**src/rtl/ysyx_22040750_npc_queue.sv**
```systemverilog
// Next-PC generator for the IF/ID loop. Computes dnpc from a one-hot selector
// and hands it to fetch, buffering up to DEPTH targets behind a redirect slot.
module ysyx_22040750_npc_queue #(
    parameter int              PC_W   = 32,
    parameter int              XLEN   = 64,
    parameter int              DEPTH  = 2,
    parameter logic [PC_W-1:0] RST_PC = 32'h80000000,
    parameter int              ALIGN  = 1
) (
    input  logic                       I_clk,
    input  logic                       I_rst_n,
    input  logic                       I_src_valid,
    output logic                       O_src_ready,
    input  logic [4:0]                 I_sel,
    input  logic [PC_W-1:0]            I_pc,
    input  logic [PC_W-1:0]            I_snpc,
    input  logic [XLEN-1:0]            I_imm,
    input  logic [XLEN-1:0]            I_rs1,
    input  logic [XLEN-1:0]            I_trap_pc,
    input  logic                       I_flush,
    input  logic [PC_W-1:0]            I_flush_pc,
    output logic                       O_dnpc_valid,
    input  logic                       I_dnpc_ready,
    output logic [PC_W-1:0]            O_dnpc,
    output logic                       O_misalign,
    output logic [$clog2(DEPTH):0]     O_count
);
    localparam int PTR_W = $clog2(DEPTH);
    localparam int CNT_W = PTR_W + 1;

    function automatic logic is_misaligned(input logic [PC_W-1:0] pc);
        return (ALIGN != 0) ? (pc[1:0] != 2'b00) : pc[0];
    endfunction

    logic [PC_W-1:0] calc_pc;
    logic            calc_mis;
    logic [PC_W-1:0] jalr_sum;
    logic [PC_W-1:0] rel_sum;

    assign jalr_sum = I_rs1[PC_W-1:0] + I_imm[PC_W-1:0];
    assign rel_sum  = I_pc + I_imm[PC_W-1:0];

    // Priority decode: a non-one-hot selector resolves to its highest set bit.
    always_comb begin
        calc_pc = I_snpc;
        if (I_sel[4]) begin
            calc_pc = I_trap_pc[PC_W-1:0];
        end else if (I_sel[3]) begin
            calc_pc = {jalr_sum[PC_W-1:1], 1'b0};
        end else if (I_sel[2] || I_sel[1]) begin
            calc_pc = rel_sum;
        end
    end
    assign calc_mis = is_misaligned(calc_pc);

    generate
        if (XLEN > PC_W) begin : g_upper
            logic unused_upper_bits;
            assign unused_upper_bits = ^{I_rs1[XLEN-1:PC_W], I_imm[XLEN-1:PC_W],
                                         I_trap_pc[XLEN-1:PC_W]};
        end
    endgenerate

    logic             redir_v_q;
    logic [PC_W-1:0]  redir_pc_q;
    logic [PC_W-1:0]  q_pc_q  [DEPTH];
    logic             q_mis_q [DEPTH];
    logic [PTR_W-1:0] rd_ptr_q, wr_ptr_q;
    logic [CNT_W-1:0] count_q, count_d;

    logic src_hs, sel_head, sel_byp, push, pop;

    assign O_src_ready = !I_flush && !redir_v_q && (count_q < CNT_W'(DEPTH));
    assign src_hs      = I_src_valid && O_src_ready;
    assign sel_head    = !redir_v_q && (count_q != '0);
    assign sel_byp     = !redir_v_q && (count_q == '0) && src_hs;
    assign push        = src_hs && !(sel_byp && I_dnpc_ready);
    assign pop         = sel_head && I_dnpc_ready;

    always_comb begin
        count_d = count_q;
        if (push && !pop) begin
            count_d = count_q + CNT_W'(1);
        end else if (pop && !push) begin
            count_d = count_q - CNT_W'(1);
        end
    end

    // Flush dominates any same-cycle handshake: the slot is re-armed and the queue emptied.
    always_ff @(posedge I_clk) begin
        if (!I_rst_n) begin
            redir_v_q  <= 1'b1;
            redir_pc_q <= RST_PC;
            rd_ptr_q   <= '0;
            wr_ptr_q   <= '0;
            count_q    <= '0;
        end else if (I_flush) begin
            redir_v_q  <= 1'b1;
            redir_pc_q <= I_flush_pc;
            rd_ptr_q   <= '0;
            wr_ptr_q   <= '0;
            count_q    <= '0;
        end else begin
            if (redir_v_q && I_dnpc_ready) begin
                redir_v_q <= 1'b0;
            end
            if (push) begin
                wr_ptr_q <= wr_ptr_q + PTR_W'(1);
            end
            if (pop) begin
                rd_ptr_q <= rd_ptr_q + PTR_W'(1);
            end
            count_q <= count_d;
        end
    end

    always_ff @(posedge I_clk) begin
        if (I_rst_n && !I_flush && push) begin
            q_pc_q[wr_ptr_q]  <= calc_pc;
            q_mis_q[wr_ptr_q] <= calc_mis;
        end
    end

    assign O_dnpc_valid = redir_v_q || (count_q != '0) || src_hs;
    assign O_dnpc       = redir_v_q ? redir_pc_q
                        : sel_head  ? q_pc_q[rd_ptr_q] : calc_pc;
    assign O_misalign   = redir_v_q ? is_misaligned(redir_pc_q)
                        : sel_head  ? q_mis_q[rd_ptr_q] : calc_mis;
    assign O_count      = count_q;
endmodule
```
**config.mk**
```make
export PLATFORM = sky130hd
export DESIGN_NAME = ysyx_22040750_npc_queue
export DESIGN_NICKNAME = d
export VERILOG_FILES = /design/src/rtl/ysyx_22040750_npc_queue.sv
export SDC_FILE = /design/constraint.sdc
export NUM_CORES = 1
export LEC_CHECK = 0
export ABC_CLOCK_PERIOD_IN_PS = 5000
export CAP_MARGIN = 5
export CORE_MARGIN = 2
export CORE_UTILIZATION = 45
export CTS_CLUSTER_SIZE = 24
export DETAILED_ROUTE_END_ITERATION = 7
export PLACE_DENSITY = 0.79
export SYNTH_ARGS = -nofsm -noshare
export SYNTH_HDL_FRONTEND = slang
export SYNTH_SLANG_ARGS = --single-unit
```
**constraint.sdc**
```tcl
create_clock -name I_clk -period 5 [get_ports I_clk]
set_input_delay 1 -clock I_clk [delete_from_list [all_inputs] [get_ports I_clk]]
set_output_delay 1 -clock I_clk [all_outputs]
set_load 0.01 [all_outputs]
```
Word level (Yosys, flattened, before mapping). Memories as Yosys holds them, arrays and structs flattened. A register that Yosys moved wholly into a read port is not among the register bits. Index checks and enable logic that the tools add are counted.

Flip-flop bits (word level): 37. Memory bits (writable): 66. Output and inout bits: 37. Word-level logic and storage cells: 58. Memories: 2.

Memories: q_pc_q (words 2, bits a word 32, rd ports 1, clocked after memory_dff 1, wr ports 1, line 66) `logic [PC_W-1:0] q_pc_q [DEPTH];`; q_mis_q (words 2, bits a word 1, rd ports 1, clocked after memory_dff 1, wr ports 1, line 67) `logic q_mis_q [DEPTH];`.

$add $sub $neg: 6. Order comparisons: 1. Muxes and demuxes: 15. Bitwise gates (word level): 1. Reduce and logical (&&, ||, !) cells: 28.

Operators with widths (number): 32-bit two-way mux (5); 32-bit adder (2); 1-bit logical AND (14); 1-bit two-way mux (8); 2-bit nonzero test (4); 1-bit logical NOT (5); 2-bit two-way mux (2); 1-bit logical OR (3); 1-bit adder, second input constant (2); 2-bit by 1-bit adder with 2-bit output, second input constant (1); 2-bit logical NOT (1); 2-bit less-than comparator, second input constant (1); 2-bit OR reduction (1); 2-bit by 1-bit subtractor with 2-bit output, second input constant (1); 1-bit NOT (1).

Longest topological paths before layout.
Depth in word-level cells: 12. Depth in mapped cells: 11.

Worst setup path before layout. OpenSTA, ideal clock, no wires.

Path kind: input to output. Start: in I_imm[0]. End: out O_dnpc[16]. Arrival time: 3539 ps. Setup slack: 461 ps. Stages: 11. Path buffers: 0. Cell sequence: and2_1 fa_1 a21o_1 a221o_1 a21oi_2 o211ai_1 a211oi_1 nor2_1 o41ai_1 a211oi_1 o31ai_1.

Word-level cells in the longest chain between the ends: 6. Elaborated cells between the ends (all ways): 7. Classes of those cells: add/sub (2); mux (5).

RTL lines: start, declared (line 17) `input logic [XLEN-1:0] I_imm,`; 32-bit adder (line 41) `assign rel_sum = I_pc + I_imm[PC_W-1:0];`; 32-bit two-way mux (line 50) `end else if (I_sel[2] || I_sel[1]) begin`; 32-bit two-way mux (*) (line 48) `end else if (I_sel[3]) begin`; 32-bit two-way mux (*) (line 46) `if (I_sel[4]) begin`; 32-bit two-way mux (*) (line 126) `: sel_head ? q_pc_q[rd_ptr_q] : calc_pc;`; 32-bit two-way mux (*) (line 125) `assign O_dnpc = redir_v_q ? redir_pc_q`; end, declared (line 24) `output logic [PC_W-1:0] O_dnpc,`.

Mark *: on every way between the ends. The rest lies on a longest branch, timed or not.

Worst setup path after layout.
Start: in I_imm[2]. End: out O_dnpc[28].

Word-level cells in the longest chain between the ends: 6. Elaborated cells between the ends (all ways): 7. Classes of those cells: add/sub (2); mux (5).

RTL lines: 32-bit adder (line 41); 32-bit two-way mux (line 50); 32-bit two-way mux (*) (line 48); 32-bit two-way mux (*) (line 46); net calc_pc[28] (line 35) `logic [PC_W-1:0] calc_pc;`; 32-bit two-way mux (*) (line 126); 32-bit two-way mux (*) (line 125).

The timed path passes the listed nets; every way through them passes the cells marked *.

==> metrics.md <==
| Metric | Value |
|---|---|
| Status | complete, but fails checks |
| Failing checks | setup timing |
| H-tree lvl count | 3 |
| Starting Density | 0.460 |
| Power Total | 3.00 mW |
| Total CTS buffers | 9 |
| Worst-path cell with the longest stage delay | ha_2 |
| XOR/XNOR Fraction of Synth Area | 0.0518 |
| Final hold vios | 0 |
| Critical path fanouts, max | 3 |
| EDFF count, synth | 66 |
| Gate Count Post-Synth | 969 |
| Yosys top cell area share | 0.230 |
| Largest net degree at the start of global routing | 35 |
| CTS tree | built |
| Mux cell area share after synthesis | 0.0886 |
| # diodes | 0 |
| Adder-Cell Fraction of Synth Area | 0.0946 |
| Register area share after synthesis | 0.318 |
| Initial DRC count | 885 |
| Synth Flop Type | edfxtp_1 |
| Pre-CTS setup slack | -0.838 ns |
| Clock Latency Late Sink | 0.35 ns |
| Reg-to-Reg End | q_pc_q[1][10]$_DFFE_PP_ |
| Leading post-synthesis cells by cell area | edfxtp_1 (23%), ha_1 (9.0%), dfxtp_1 (8.8%), mux2i_1 (8.5%), a21oi_1 (4.9%) |
| Layout cells sized above 1 | 0.296 |
| Max IR drop VDD | 0.178 mV |
| Syn Area/Cell | 8.90 um^2 |
| Hold Slack | 0.481 ns |
| Cell Pwr Density | 214 nW/um^2 |
| Worst setup endpoint | O_dnpc[28] |
| Setup tns final | -0.0408 ns |
| Mapped Area | 8620 um^2 |
| Clock Sinks | 104 |
| Gp weighted congestion | 0.980 |
| Placed cell count | 1603 |
| Simple-Gate Fraction of Synth Area | 0.160 |
| DRC Markers | 0 |
| WL final | 32.6 mm |
| R2R cell count | 6 |
| Startpoint types | primary input |
| CP max stage delay | 0.33 ns |
| FMAX | 199 MHz |
| Reg2reg setup slack | 1.84 ns |
| Launching point of the worst reg2reg path | redir_v_q$_SDFFE_PP1P_ |
| Tcrit/Tclk final | 1.01 |
| Cell taking the most area after synthesis | edfxtp_1 |
| Post-synth ARST share | 0 |
| Compound-Gate Fraction of Synth Area | 0.258 |
| Routed vias | 9706 |
| Most used cell along the critical path | buf_4 |
| Root Buffer | clkbuf_16 |
| Max_cap viols | 0 |
| Core region area | 18800 um^2 |
| Post-Layout Cell Count | 1645 |
| Drt pass-1 iters | 6 |
| Crit path from | I_imm[2] |
| Die W | 142 um |
| Yosys cell types | 71 |
| Drt wl/cell | 19.8 um |
| Final Cell Area | 14000 um^2 |
| Die area | 20300 um^2 |
| Routed Antenna Nets | 0 |
| Area delta synth->final | 62.8% |
| CP cell instances | dlygate4sd2_1 -> ha_2 -> a21o_1 -> nand4_1 -> a21oi_2 -> o2111ai_2 -> buf_4 -> a21oi_4 -> nor4b_4 -> mux2i_1 -> o31ai_1 -> buf_4 -> a221o_1 -> buf_2 |
| GRT Util Overall | 0.301 |
| Syn_nets | 1331 |
| I/O pins | 335 |
| Die Ht | 142 um |
| Layout Nets | 1768 |
| Clk slew on worst S/H paths | 0.07 ns |
| Initial antenna violation count | 0 |
| Worst Path Arrival | 4.04 ns |
| Clock skew | 0.00738 ns |
| Count of input and output buffers | 237 |
| # setup viols final | 2 |
| Relative slew slack | 0.298 |
| RSZ-0062 raised after global routing | true |
| Vias/cell | 5.90 |
| Util after Layout | 0.748 |
| Req. time, crit path | 4.00 ns |
| CP Capture Type | output port |
| Overflow after GRT | 0 |
| Fillers | 1339 |
| Slew Limit Fails | 0 |
| Placed instance area | 12700 um^2 |
| Tmin final | 5.04 ns |
| Worst hold path type | register to register |
| Final Worst Setup Slack | -0.0377 ns |
| Setup CP Type | primary input to output port |
| Global-route wire length before repair | 48.3 mm |
| Clock Path Buffers | 2 |
| Yosys Warn Count | 0 |
| Slew @ Worst Pin | 1.05 ns |
| Main combinational cell family by area after synthesis | compound AO/OA/AOI/OAI gates |
| Vias in the first global route | 9397 |
| #FFs+latches synth | 104 |
| Final HPWL DP | 23.8 mm |
| Lkg Pwr | 5.88 nW |
| # rows | 50 |
[Yosys cell counts (all sizes together) (6+ instances only)]
cell,instances
a211oi,20
a21o,29
a21oi,87
a221o,27
a22oi,6
a31oi,9
buf,11
clkbuf,36
dfxtp,38
edfxtp,66
ha,62
inv,16
mux2i,73
nand2,84
nand3,14
nand4,8
nor2,90
nor2b,41
nor3,15
o211ai,15
o21a,7
o21ai,55
o21bai,8
o22ai,8
o31ai,9
or2,6
xnor2,24
xor2,27
[kinds of logic (layout without fill, tap and decap cells)]
| family | count (synthesis) | count (layout) |
|---|---|---|
| buf+inv | 63 | 505 |
| flops | 104 | 104 |
| fa+ha+maj | 64 | 64 |
| mux | 76 | 76 |
| compound gates | 319 | 319 |
| simple gates | 292 | 292 |
| xor+xnor | 51 | 51 |
[report_power, final]
part           internal, mW  total (mW)  switching (mW)
Combinational         0.695        1.35           0.651
Clock                 0.407       0.702           0.295
Sequential            0.943       0.955          0.0115
Total                  2.05        3.00           0.957
[cells in the final DEF, fill, tap and decap left out, types with 14 or more instances in the layout]
cell type / count
o211ai_1: 15
clkdlybuf4s50_1: 168
ha_1: 38
buf_4: 228
a21oi_2: 15
dlymetal6s2s_1: 14
dfxtp_1: 37
nand2_1: 84
buf_2: 17
nor2b_1: 39
xor2_1: 25
edfxtp_1: 66
mux2i_1: 73
dlygate4sd2_1: 30
inv_1: 16
a21oi_1: 68
ha_4: 22
xnor2_1: 17
a221o_1: 27
o21ai_0: 32
nor2_1: 86
a21o_1: 29
[cell type report]
class,instances,area [um^2],area share
inverters,16,60.1,0.00428
clock buffers,14,295,0.0210
clock inverters,2,10.0,0.000713
multi-input cells,802,6550,0.466
flip-flops and latches,104,2740,0.195
repair buffers,473,4100,0.292
well taps,234,293,0.0209
[layer usage]
metal | GRT usage | part of all wire | vias to the layer above
li1 | - | - | 4546
met1 | 0.402 | 0.41 | 4588
met2 | 0.511 | 0.48 | 490
met3 | 0.0229 | 0.073 | 82
met4 | 0.116 | 0.036 | 0
met5 | 0 | 0 | -
[worst max-delay path: cells and delay by family]
kind	cells	cell delay (ns)
muxes	1	0.27
and+or+nand+nor	2	0.49
adders and majority gates	1	0.33
buffers and inverters	4	0.76
AOI/OAI and AO/OA	6	1.17
[sequential cells by signal, indices dropped and copies added (netlist names), named ones only]
signal	cells
q_mis_q	2
redir_v_q	1
redir_pc_q	32
O_count	2
q_pc_q	64
wr_ptr_q	1
rd_ptr_q	1
[repair_timing]
action | in CTS | in global routing
setup endpoints to repair | 28 | 24
cloned | 0 | 0
endpoints found under the hold margin | 0 | 0
hold buffers | 0 | 0
pin swaps | 67 | 56
resized for setup | 203 | 83
setup buffers | 17 | 12
[worst min-delay path by stage]
| stage | from | endpoint | cells after the start |
|---|---|---|---|
| floorplan | redir_pc_q[31]$_SDFFE_PN1P_ | redir_pc_q[31]$_SDFFE_PN1P_ | 2 |
| global placement | redir_pc_q[31]$_SDFFE_PN1P_ | redir_pc_q[31]$_SDFFE_PN1P_ | 2 |
| detailed placement | redir_pc_q[31]$_SDFFE_PN1P_ | redir_pc_q[31]$_SDFFE_PN1P_ | 2 |
| CTS | redir_pc_q[31]$_SDFFE_PN1P_ | redir_pc_q[31]$_SDFFE_PN1P_ | 2 |
| global route | redir_pc_q[31]$_SDFFE_PN1P_ | redir_pc_q[31]$_SDFFE_PN1P_ | 2 |
| finish | redir_pc_q[31]$_SDFFE_PN1P_ | redir_pc_q[31]$_SDFFE_PN1P_ | 2 |
No activity file was read; power rests on OpenSTA's default activity.
